<file path="src/rtl/imm_ext_stage.sv">
// Immediate-extension stage for the decode -> execute boundary: opcode-driven
// extension into a DATA_W operand, held in a valid/ready register with a one-entry skid buffer.
module imm_ext_stage #(
  parameter int unsigned IMM_W  = 16,
  parameter int unsigned DATA_W = 32,
  parameter int unsigned TAG_W  = 5
) (
  input  logic              clk,
  input  logic              rst,
  input  logic              flush,
  input  logic              in_valid,
  output logic              in_ready,
  input  logic [IMM_W-1:0]  in_imm,
  input  logic [5:0]        in_opcode,
  input  logic [TAG_W-1:0]  in_tag,
  output logic              out_valid,
  input  logic              out_ready,
  output logic [DATA_W-1:0] out_imm,
  output logic [1:0]        out_mode,
  output logic [TAG_W-1:0]  out_tag
);

  typedef enum logic [1:0] {
    MODE_SEXT = 2'd0,
    MODE_ZEXT = 2'd1,
    MODE_LUI  = 2'd2,
    MODE_BR   = 2'd3
  } mode_e;

  localparam logic [5:0] OP_BEQ  = 6'b000100;
  localparam logic [5:0] OP_BNE  = 6'b000101;
  localparam logic [5:0] OP_ANDI = 6'b001100;
  localparam logic [5:0] OP_ORI  = 6'b001101;
  localparam logic [5:0] OP_XORI = 6'b001110;
  localparam logic [5:0] OP_LUI  = 6'b001111;

  // Input-side decode and extension
  mode_e             new_mode;
  logic [DATA_W-1:0] sext_val;
  logic [DATA_W-1:0] zext_val;
  logic [DATA_W-1:0] new_imm;

  always_comb begin
    new_mode = MODE_SEXT;
    case (in_opcode)
      OP_ANDI, OP_ORI, OP_XORI: new_mode = MODE_ZEXT;
      OP_LUI:                   new_mode = MODE_LUI;
      OP_BEQ, OP_BNE:           new_mode = MODE_BR;
      default:                  new_mode = MODE_SEXT;
    endcase
  end

  // LUI and BR are built by shifting the extended values, which avoids a
  // zero-width replication when DATA_W == IMM_W + 2.
  always_comb begin
    sext_val = {{(DATA_W-IMM_W){in_imm[IMM_W-1]}}, in_imm};
    zext_val = {{(DATA_W-IMM_W){1'b0}}, in_imm};
    new_imm  = sext_val;
    case (new_mode)
      MODE_SEXT: new_imm = sext_val;
      MODE_ZEXT: new_imm = zext_val;
      MODE_LUI:  new_imm = zext_val << (DATA_W - IMM_W);
      MODE_BR:   new_imm = sext_val << 2;
      default:   new_imm = sext_val;
    endcase
  end

  // Main (M) and skid (S) registers
  logic              m_valid_q, m_valid_d;
  logic [DATA_W-1:0] m_imm_q,   m_imm_d;
  mode_e             m_mode_q,  m_mode_d;
  logic [TAG_W-1:0]  m_tag_q,   m_tag_d;

  logic              s_valid_q, s_valid_d;
  logic [DATA_W-1:0] s_imm_q,   s_imm_d;
  mode_e             s_mode_q,  s_mode_d;
  logic [TAG_W-1:0]  s_tag_q,   s_tag_d;

  logic in_fire;
  logic out_fire;

  assign in_fire  = in_valid && in_ready;
  assign out_fire = m_valid_q && out_ready;

  always_comb begin
    m_valid_d = m_valid_q;
    m_imm_d   = m_imm_q;
    m_mode_d  = m_mode_q;
    m_tag_d   = m_tag_q;
    s_valid_d = s_valid_q;
    s_imm_d   = s_imm_q;
    s_mode_d  = s_mode_q;
    s_tag_d   = s_tag_q;

    if (flush) begin
      m_valid_d = 1'b0;
      s_valid_d = 1'b0;
    end else if (!m_valid_q || out_fire) begin
      if (s_valid_q) begin
        m_valid_d = 1'b1;
        m_imm_d   = s_imm_q;
        m_mode_d  = s_mode_q;
        m_tag_d   = s_tag_q;
        s_valid_d = 1'b0;
      end else if (in_fire) begin
        m_valid_d = 1'b1;
        m_imm_d   = new_imm;
        m_mode_d  = new_mode;
        m_tag_d   = in_tag;
      end else begin
        m_valid_d = 1'b0;
      end
    end else if (in_fire) begin
      s_valid_d = 1'b1;
      s_imm_d   = new_imm;
      s_mode_d  = new_mode;
      s_tag_d   = in_tag;
    end
  end

  always_ff @(posedge clk) begin
    if (rst) begin
      m_valid_q <= 1'b0;
      m_imm_q   <= '0;
      m_mode_q  <= MODE_SEXT;
      m_tag_q   <= '0;
      s_valid_q <= 1'b0;
      s_imm_q   <= '0;
      s_mode_q  <= MODE_SEXT;
      s_tag_q   <= '0;
    end else begin
      m_valid_q <= m_valid_d;
      m_imm_q   <= m_imm_d;
      m_mode_q  <= m_mode_d;
      m_tag_q   <= m_tag_d;
      s_valid_q <= s_valid_d;
      s_imm_q   <= s_imm_d;
      s_mode_q  <= s_mode_d;
      s_tag_q   <= s_tag_d;
    end
  end

  // in_ready comes straight from the skid flop, so out_ready never reaches it.
  assign in_ready  = !s_valid_q;
  assign out_valid = m_valid_q;
  assign out_imm   = m_imm_q;
  assign out_mode  = m_mode_q;
  assign out_tag   = m_tag_q;

endmodule

</file>
<file path="config.mk">
export PLATFORM = sky130hd
export DESIGN_NAME = imm_ext_stage
export DESIGN_NICKNAME = d
export VERILOG_FILES = /design/src/rtl/imm_ext_stage.sv
export SDC_FILE = /design/constraint.sdc
export NUM_CORES = 1
export LEC_CHECK = 0
export ABC_AREA = 1
export CAP_MARGIN = 20
export CORE_UTILIZATION = 30
export DETAILED_ROUTE_END_ITERATION = 12
export PLACE_DENSITY = 0.55
export SYNTH_ARGS = -nofsm -noshare
export SYNTH_HDL_FRONTEND = slang
export SYNTH_SLANG_ARGS = --single-unit
</file>
<file path="constraint.sdc">
create_clock -name clk -period 1.3 [get_ports clk]
set_input_delay 0.26 -clock clk [delete_from_list [all_inputs] [get_ports clk]]
set_output_delay 0.26 -clock clk [all_outputs]
set_load 0.05 [all_outputs]
</file>
==> results of run 1 <==
==> power groups by stage <==
stage | Sequential, mW | Clock [mW] | Combinational (mW)
floorplan | 2.95 | 0 | 0.372
global placement | 2.71 | 0 | 1.27
detailed placement | 2.71 | 0 | 1.28
CTS | 2.66 | 2.77 | 1.33
global route | 2.67 | 2.86 | 1.50
finish | 2.66 | 2.74 | 1.42
==> cell type report <==
cell class	count	area (sq um)	area share (%)
multi-input combinational	359	2112	34.30
inverter	28	130.1	2.113
clock inverter	6	71.32	1.158
timing repair buffer	122	1807	29.34
tap	143	178.9	2.905
sequential	80	1609	26.13
clock buffer	10	250.2	4.063
==> cell families after synthesis <==
logic type | count (synthesis) | share of synthesized area, %
buf+inv | 69 | 8.247
compound gates | 164 | 23.91
simple gates | 192 | 23.49
flops | 80 | 44.35
==> worst max path at each step <==
stage | to | cells after the start
finish | out_imm[15] | 8
detailed placement | out_imm[28] | 7
global placement | s_imm_q[16] | 8
CTS | in_ready | 3
floorplan | out_imm[31] | 7
global route | s_imm_q[13] | 10
==> placed cells by master, fill, tap and decap left out, types with 13 or more instances in the layout <==
cell type / netlist / final
dfxtp_1: 80 / 78
nand2_1: 85 / 77
buf_12: 0 / 51
o21ai_0: 60 / 39
nor2_1: 51 / 35
a21oi_2: 0 / 34
a21oi_1: 71 / 32
nand3_1: 34 / 31
o21ai_1: 14 / 30
buf_4: 3 / 24
inv_1: 24 / 23
clkdlybuf4s50_1: 0 / 22
clkbuf_16: 0 / 16
nand4_1: 15 / 15
a31oi_1: 14 / 14
nor2_4: 1 / 13
==> what timing repair did <==
item	in CTS	in global routing
hold buffers	0	0
gates cloned	5	6
resized for setup	40	80
pin swaps	8	11
setup buffers	2	6
endpoints found under the setup margin	74	74
==> per-layer routing <==
metal  up-vias  routed length, um  share of wire, %
li1       1920                  -                 -
met4         0                293               2.4
met2       171               5684                46
met1      1819               5448                44
met3        29                963               7.8
met5         -                  0                 0
==> worst reg2reg max path: stages (launching register included) <==
cell	delay [ps]
dfxtp_4	350
nand2_4	80
inv_4	40
nor3_4	150
buf_6	160
inv_6	60
clkbuf_16	170
a21oi_2	110
a21oi_1	70
==> stage by stage <==
stage / TNS (ps) / std cells / total power, mW
global route: -2516 / 748 / 7.033
global placement: -30450 / 713 / 3.985
detailed placement: -31320 / 713 / 3.991
finish: -0.2474 / 748 / 6.821
floorplan: -1214 / 505 / 3.325
CTS: -179.5 / 736 / 6.760
==> sequential cells by signal (all words and copies together) (netlist names) <==
register	count
out_imm	32
out_mode	2
out_tag	5
out_valid	1
s_imm_q	32
s_mode_q	2
s_tag_q	5
s_valid_q	1
==> reports/metrics.cfg, run 1 <==
[layout]
post-route-cell-area_sq_um = 6158
diodes = 0
syn2layout_area_growth_pct = 70.55
n_fill_cell = 1046
layout-drive-gt1-share_pct = 32.23
nNetsFinal = 632
final_core_util_pct = 53.25

[timing]
timing.final.crit_share_pct = 100.0
maxSlewViolCount = 0
rsz0062_at_grt = true
timing.hold.ws_ps = 304.8
hold_viol_final = 0
period_minus_slack_ps = 1300
setup_viol = 1
clock.fmax_mhz = 769.1
setup_ws_ps = -0.2474
maxSlewHeadroom_pct = 70.68
tightest_slew_ps = 439.9
final.setup_skew_ps = 8.995

[critical_path]
path_class = reg2reg
slowest_delay_ps = 350
critPathBufInv = 4
critPathCaptureType = flip-flop
critPathTopFamily = buffers and inverters
cp.required_ps = 1530
crit_fanout = 9
r2r_start = out_valid
crit_start = out_valid
path_cells = nand2_4, inv_4, nor3_4, buf_6, inv_6, clkbuf_16, a21oi_2, a21oi_1
arrival_ps = 1530
r2r_cells = 8
r2r_end = out_imm[15]
reg2reg_slack_ps = -0.2
startpoint_type = flip-flop
crit_path_top_delay_cell = dfxtp_4

[route]
via_count = 3939
wl_per_cell_um = 16.56
drt_iter0_drc = 247
drt_wl_total_um = 12390
drc = 6
vias_per_cell = 5.266
first_pass_iters = 9
antenna_left = 0

[logic_synthesis]
synth_top_area_share_pct = 44.35
seq_area_frac_synth_pct = 44.35
synth_common_cells = nand2_1, dfxtp_1, a21oi_1
synth-seq-cells = 80
synth_top_area_cell = dfxtp_1
synth.distinct_cells = 25
async_flop_share_pct = 0
syn_inst = 505
synth.most_common_cell = nand2_1
synth_ff_type = dfxtp_1
synth_area_sq_um = 3611
yosysWarnings = 0
synth_edf_count = 0
syn_nets = 537
avgSynthCellArea_sq_um = 7.150
synth_area_leaders = dfxtp_1, a21oi_1, nand2_1

[floorplan]
row_count = 39
die_w_um = 111.7
dieArea_sq_um = 12480
io_pins = 73
dieHeight_um = 111.7
start_util_pct = 31.22
core-area_sq_um = 11560

[power]
p_seq_share_pct = 39.0
p_sw_mw = 1.978
vdd_drop_max_mv = 0.6561
clkPwrFrac_pct = 40.1
p_per_area_nw_per_um2 = 1108
swShare_pct = 29.00
power_leakage_nw = 2.698
combinationalPowerShare_pct = 20.8
internal_power_mw = 4.842

[job]
max-cap-violations = 0

[grt]
grt.met2_usage_pct = 29.57
met1_usage_pct = 25.27
gr-max-usage-layer = met2
antenna_found_initial = 0
grt_max_degree = 41
grt_use_total_pct = 18.90
grtUsageMet3_pct = 4.627
overflow = 0
grt_pass1_wl_um = 18980
first_global_vias = 3732

[clock_network]
clk_path_buf_depth = 2
cts_tree = built
cts_made_buffers = 9
htree_levels = 3
root_buffer = clkbuf_16
clkTransAtPathRegs_ps = 70
clock_latency_ps = 330
cts_sinks = 80

[status]
violations = DRC, setup timing
outcome = finished with violations

[min_path]
hold_end = s_valid_q
worstHoldPathCells = 4
hp-start = out_ready
hp-class = in2reg

[place]
gp_congestion = 0.8413
place.port_buffers = 72
dp_hpwl_um = 7651
dp_slack_ps = -463.6
place_area_sq_um = 5191

Power figures use the tool's default switching activity.
==> inputs of run 2 (changes only) <==
- ABC_AREA: 1 -> 0
- CORE_MARGIN: not set -> 2
==> reports/metrics.cfg, run 2 <==
[status]
outcome = finished with violations  ; unchanged
violations = setup timing  ; was DRC, setup timing

[timing]
hold_viol_final = 0  ; unchanged
fin_setup_tns_ps = -7049  ; was -0.2474 ps
maxSlewViolCount = 0  ; unchanged
period_minus_slack_ps = 1482  ; was 1300 ps
maxSlewHeadroom_pct = 73.52  ; was 70.68%
timing.final.crit_share_pct = 114.0  ; was 100.0%
setup_ws_ps = -181.6  ; was -0.2474 ps
tightest_slew_ps = 397.2  ; was 439.9 ps
rsz0062_at_grt = true  ; unchanged
final.setup_skew_ps = 6.342  ; was 8.995 ps
clock.fmax_mhz = 675.0  ; was 769.1 MHz
setup_viol = 74  ; was 1

[logic_synthesis]
synth-seq-cells = 80  ; unchanged
synth_edf_count = 0  ; unchanged
synth_area_sq_um = 3631  ; was 3611 sq um
synth_top_area_cell = dfxtp_1  ; unchanged
synth_area_leaders = dfxtp_1, nor2_1, a211oi_1  ; was dfxtp_1, a21oi_1, nand2_1
syn_nets = 439  ; was 537
synth_common_cells = dfxtp_1, nor2_1, nor3_1  ; was nand2_1, dfxtp_1, a21oi_1
avgSynthCellArea_sq_um = 8.921  ; was 7.150 sq um
synth_ff_type = dfxtp_1  ; unchanged
yosysWarnings = 0  ; unchanged
synth_top_area_share_pct = 44.11  ; was 44.35%
async_flop_share_pct = 0  ; unchanged
synth.distinct_cells = 40  ; was 25
synth.most_common_cell = dfxtp_1  ; was nand2_1
seq_area_frac_synth_pct = 44.11  ; was 44.35%
syn_inst = 407  ; was 505

[floorplan]
dieHeight_um = 114.0  ; was 111.7 um
dieArea_sq_um = 13000  ; was 12480 sq um
io_pins = 73  ; unchanged
die_w_um = 114.0  ; was 111.7 um
core-area_sq_um = 11910  ; was 11560 sq um
start_util_pct = 30.48  ; was 31.22%
row_count = 40  ; was 39

[layout]
diodes = 0  ; unchanged
syn2layout_area_growth_pct = 88.97  ; was 70.55%
layout-drive-gt1-share_pct = 50.83  ; was 32.23%
post-route-cell-area_sq_um = 6862  ; was 6158 sq um
final_cell_mix = dfxtp_1, buf_12, buf_4  ; was dfxtp_1, nand2_1, buf_12
layout_commonest_cell = dfxtp_1  ; unchanged
nNetsFinal = 570  ; was 632
instances_no_fill = 690  ; was 748

[clock_network]
cts_tree = built  ; unchanged
cts_sinks = 80  ; unchanged
root_buffer = clkbuf_16  ; unchanged
htree_levels = 3  ; unchanged
cts_hold_buf = 0  ; unchanged
clock_latency_ps = 340  ; was 330 ps
cts_made_buffers = 9  ; unchanged
clkTransAtPathRegs_ps = 70  ; about the same
clk_path_buf_depth = 2  ; unchanged

[power]
power_mw = 6.613  ; was 6.821 mW
power_leakage_nw = 2.487  ; was 2.698 nW
p_per_area_nw_per_um2 = 963.8  ; was 1108 nW/um^2
vdd_drop_max_mv = 0.5754  ; was 0.6561 mV

[place]
place_area_sq_um = 5374  ; was 5191 sq um
dp_hpwl_um = 7498  ; was 7651 um
post-place-cells = 640  ; was 713
gp_congestion = 0.8226  ; was 0.8413
place.port_buffers = 72  ; unchanged

[grt]
grt_pass1_wl_um = 20290  ; was 18980 um
overflow = 0  ; unchanged
grt_max_degree = 40  ; was 41
grt_use_total_pct = 19.98  ; was 18.90%
antenna_found_initial = 0  ; unchanged
first_global_vias = 3727  ; was 3732

[critical_path]
arrival_ps = 1710  ; was 1530 ps
cp.required_ps = 1520  ; was 1530 ps
startpoint_type = flip-flop  ; unchanged
critPathCaptureType = flip-flop  ; unchanged
crit_fanout = 6  ; was 9
path_class = reg2reg  ; unchanged

[route]
drt_wl_total_um = 14110  ; was 12390 um
drc = 0  ; was 6
first_pass_iters = 5  ; was 9
drt_iter0_drc = 249  ; was 247
wl_per_cell_um = 20.45  ; was 16.56 um
vias_per_cell = 5.825  ; was 5.266
antenna_left = 0  ; unchanged
via_count = 4019  ; was 3939

[min_path]
hp-class = in2reg  ; unchanged

[job]
max-cap-violations = 0  ; unchanged

==> run 2: cell types whose count changed in the layout (fill, tap and decap cells not counted), sizes merged, moves of 17 or more <==
cell,delta
o21ai,-72
a211oi,+24
inv,-25
nor3,+31
nand2,-67
a21oi,-44
nand3,-17
buf,+46
==> run 2: worst max-delay path, stage by stage, from the launching register on <==
cell and delay (ps):
dfxtp_4 340, nor2b_4 120, or3_4 430, clkbuf_16 210
a32o_1 260
==> run 2: power by group <==
group | leakage, nW | switching, mW | total [mW] | internal (mW)
Combinational | 1.70 | 0.748 | 1.44 | 0.688
Sequential | 0.652 | 0.0882 | 2.62 | 2.53
Clock | 0.137 | 1.13 | 2.56 | 1.43
Total | 2.49 | 1.96 | 6.61 | 4.65
==> run 2: timing repair <==
action	4_1_cts	5_1_grt
resized for setup	84	83
cloned	11	6
buffers inserted	13	7
pin swaps	20	44
endpoints found under the setup margin	79	79
==> run 2: logic make-up after synthesis <==
kind of cell	Yosys count	synth area share, %
simple gates	158	21.37
compound gates	115	24.78
flops	80	44.11
mux	7	1.930
buf+inv	47	7.822
==> run 2: through the flow <==
stage / hold WS [ps] / utilization [%] / setup WS, ps
3_3_place_gp: 440.7 / 45.12 / -685.0
2_1_floorplan: 328.7 / - / -275.6
4_1_cts: 389.1 / 53.53 / -148.1
6_report: 381.4 / 57.61 / -181.6
3_5_place_dp: 447.0 / 45.12 / -704.0
5_1_grt: 396.6 / 57.61 / -206.7
==> run 2: final cells by class <==
class                           count  area, sq um
Fill cell                         930         5050
Multi-Input combinational cell    280         2425
Timing Repair Buffer              164         2333
Sequential cell                    80         1607
Clock buffer                       10        250.2
Tap cell                          147        183.9
Clock inverter                      6        48.80
Inverter                            3        13.76
==> run 2: worst paths after layout <==
check | start | endpoint | slack, ps | depth (start not counted)
hold reg to reg | s_tag_q[1] | s_tag_q[1] | 460 | 2
hold / removal | flush | s_valid_q | 380 | 3
setup / recovery | out_valid | out_imm[4] | -180 | 4
setup reg to reg | out_valid | out_imm[4] | -180 | 4
==> run 2: per-layer routing <==
layer	part of all wire (%)	vias to the layer above	global-route usage [%]	wire, um
met5	0	-	0	0
met4	2.3	0	8.455	319
met3	5.2	31	2.869	731
met2	51	170	32.94	7153
met1	42	2015	26.19	5903
li1	-	1803	-	-
==> inputs of run 3 (changes only) <==
- CORE_UTILIZATION: 30 -> 46
- PLACE_DENSITY: 0.55 -> 0.77
- SLEW_MARGIN: not set -> 25
==> reports/metrics.cfg, run 3 (synthesis results as in run 2) <==
[timing]
maxSlewViolCount = 0  ; unchanged
tightest_slew_ps = 562.9  ; was 397.2 ps
final.setup_skew_ps = 10.96  ; was 6.342 ps
rsz0062_at_grt = true  ; unchanged
period_minus_slack_ps = 1674  ; was 1482 ps
maxSlewHeadroom_pct = 62.47  ; was 73.52%
setup_ws_ps = -374.0  ; was -181.6 ps
clock.fmax_mhz = 597.4  ; was 675.0 MHz
timing.final.crit_share_pct = 128.8  ; was 114.0%
setup_viol = 79  ; was 74
hold_viol_final = 0  ; unchanged
timing.hold.ws_ps = 391.3  ; was 381.4 ps

[power]
vdd_drop_max_mv = 1.446  ; was 0.5754 mV
p_per_area_nw_per_um2 = 961.2  ; was 963.8 nW/um^2
power_leakage_nw = 2.480  ; was 2.487 nW

[grt]
first_global_vias = 4411  ; was 3727
grt_use_total_pct = 37.08  ; was 19.98%
overflow = 0  ; unchanged
grt_pass1_wl_um = 24430  ; was 20290 um
grt_max_degree = 29  ; was 40
antenna_found_initial = 0  ; unchanged

[clock_network]
root_buffer = clkbuf_8  ; was clkbuf_16
clock_latency_ps = 370  ; was 340 ps
cts_made_buffers = 9  ; unchanged
htree_levels = 3  ; unchanged
clk_path_buf_depth = 2  ; unchanged
clkTransAtPathRegs_ps = 90  ; was 70 ps
cts_tree = built  ; unchanged
cts_sinks = 80  ; unchanged

[place]
gp_congestion = 0.8304  ; was 0.8226
place_area_sq_um = 5333  ; was 5374 sq um
dp_hpwl_um = 7205  ; was 7498 um
dp_slack_ps = -713.8  ; was -704.0 ps
place.port_buffers = 72  ; unchanged

[critical_path]
startpoint_type = flip-flop  ; unchanged
critPathCaptureType = flip-flop  ; unchanged
crit_path_top_delay_cell = dfxtp_4  ; was or3_4
critPathBufInv = 3  ; was 1
cp_common_cell = buf_12
path_class = reg2reg  ; unchanged
reg2reg_slack_ps = -370  ; was -180 ps
critPathTopFamily = simple AND/OR/NAND/NOR gates  ; unchanged
slowest_delay_ps = 360  ; was 430 ps
arrival_ps = 1920  ; was 1710 ps
cp.required_ps = 1550  ; was 1520 ps
path_cells = nor2b_4, buf_6, and3_4, buf_12, buf_12, nor2_1, a211oi_2  ; was nor2b_4, or3_4, clkbuf_16, a32o_1
crit_fanout = 8  ; was 6

[min_path]
hp-class = in2reg  ; unchanged

[layout]
layout_commonest_cell = dfxtp_1  ; unchanged
nNetsFinal = 572  ; was 570
multi_input_area_sq_um = 2396  ; was 2425 sq um
diodes = 0  ; unchanged
layout-drive-gt1-share_pct = 50.74  ; was 50.83%
post-route-cell-area_sq_um = 6719  ; was 6862 sq um
seqCellArea_sq_um = 1607  ; unchanged
n_fill_cell = 312  ; was 930
syn2layout_area_growth_pct = 85.04  ; was 88.97%
final_cell_mix = dfxtp_1, buf_12, buf_4  ; unchanged
final_core_util_pct = 87.40  ; was 57.61%

[route]
drt_iter0_drc = 693  ; was 249
via_count = 4693  ; was 4019
antenna_left = 0  ; unchanged
vias_per_cell = 7.265  ; was 5.825
wl_per_cell_um = 29.21  ; was 20.45 um
first_pass_iters = 6  ; was 5
drt_wl_total_um = 18870  ; was 14110 um
drc = 0  ; unchanged

[floorplan]
die_w_um = 92.85  ; was 114.0 um
dieArea_sq_um = 8620  ; was 13000 sq um
io_pins = 73  ; unchanged
row_count = 32  ; was 40
core-area_sq_um = 7687  ; was 11910 sq um
dieHeight_um = 92.85  ; was 114.0 um
start_util_pct = 47.23  ; was 30.48%

[status]
violations = setup timing  ; unchanged
outcome = finished with violations  ; unchanged

[job]
max-cap-violations = 0  ; unchanged

==> run 3: cell types whose count changed in the layout (fill, tap and decap cells not counted), moves of 7 or more <==
cell	delta
nor3_4	-7
nand3_1	-12
clkbuf_8	+9
nand3_2	+11
clkbuf_16	-15
buf_6	+7
==> run 3: final timing paths <==
path | from | to | cells past startpoint
max | out_valid | s_imm_q[29] | 7
min | rst | s_imm_q[9] | 3
max reg2reg | out_valid | s_imm_q[29] | 7
min reg2reg | s_tag_q[0] | s_tag_q[0] | 2
==> run 3: layout make-up <==
type,instances,area share (%)
tap,102,1.899
timing repair buffer,166,34.84
sequential,80,23.91
inverter,3,0.2048
multi-input combinational,280,35.66
clock buffer,10,1.899
clock inverter,5,1.583
==> run 3: through the flow <==
step | power (mW) | setup TNS [ps] | cells
final | 6.458 | -16930 | 646
after global routing | 6.555 | -19330 | 646
after CTS | 6.177 | -10950 | 642
after detailed placement | 3.863 | -47030 | 597
after floorplan | 3.214 | -13100 | 407
after global placement | 3.838 | -44260 | 597
==> run 3: worst reg2reg max path, delay by kind of cell, from the launching register on <==
family / cells / cell delay, ps
AOI/OAI and AO/OA: 1 / 90
buffers and inverters: 3 / 430
DFF: 1 / 360
and+or+nand+nor: 3 / 670
==> run 3: metal layers <==
layer / vias to the layer above / wire length, um / GRT usage, %
li1: 1814 / - / -
met1: 2213 / 6352 / 42.89
met2: 495 / 8690 / 61.35
met3: 171 / 2139 / 9.927
met4: 0 / 1686 / 21.81
met5: - / 0 / 0
==> run 3: repair_timing <==
| item | 4_1_cts | 5_1_grt |
|---|---|---|
| cloned | 15 | 0 |
| endpoints found under the setup margin | 79 | 79 |
| pin swaps | 28 | 37 |
| setup buffers | 15 | 7 |
| resized for setup | 84 | 81 |
| endpoints found under the hold margin | 0 | 0 |
| hold buffers | 0 | 0 |
==> run 3: where the power goes <==
group	switching [mW]	leakage (nW)	internal, mW	total [mW]
clock	1.03	0.113	1.27	2.30
combinational	0.818	1.72	0.702	1.52
sequential	0.102	0.652	2.53	2.63
total	1.95	2.48	4.51	6.46
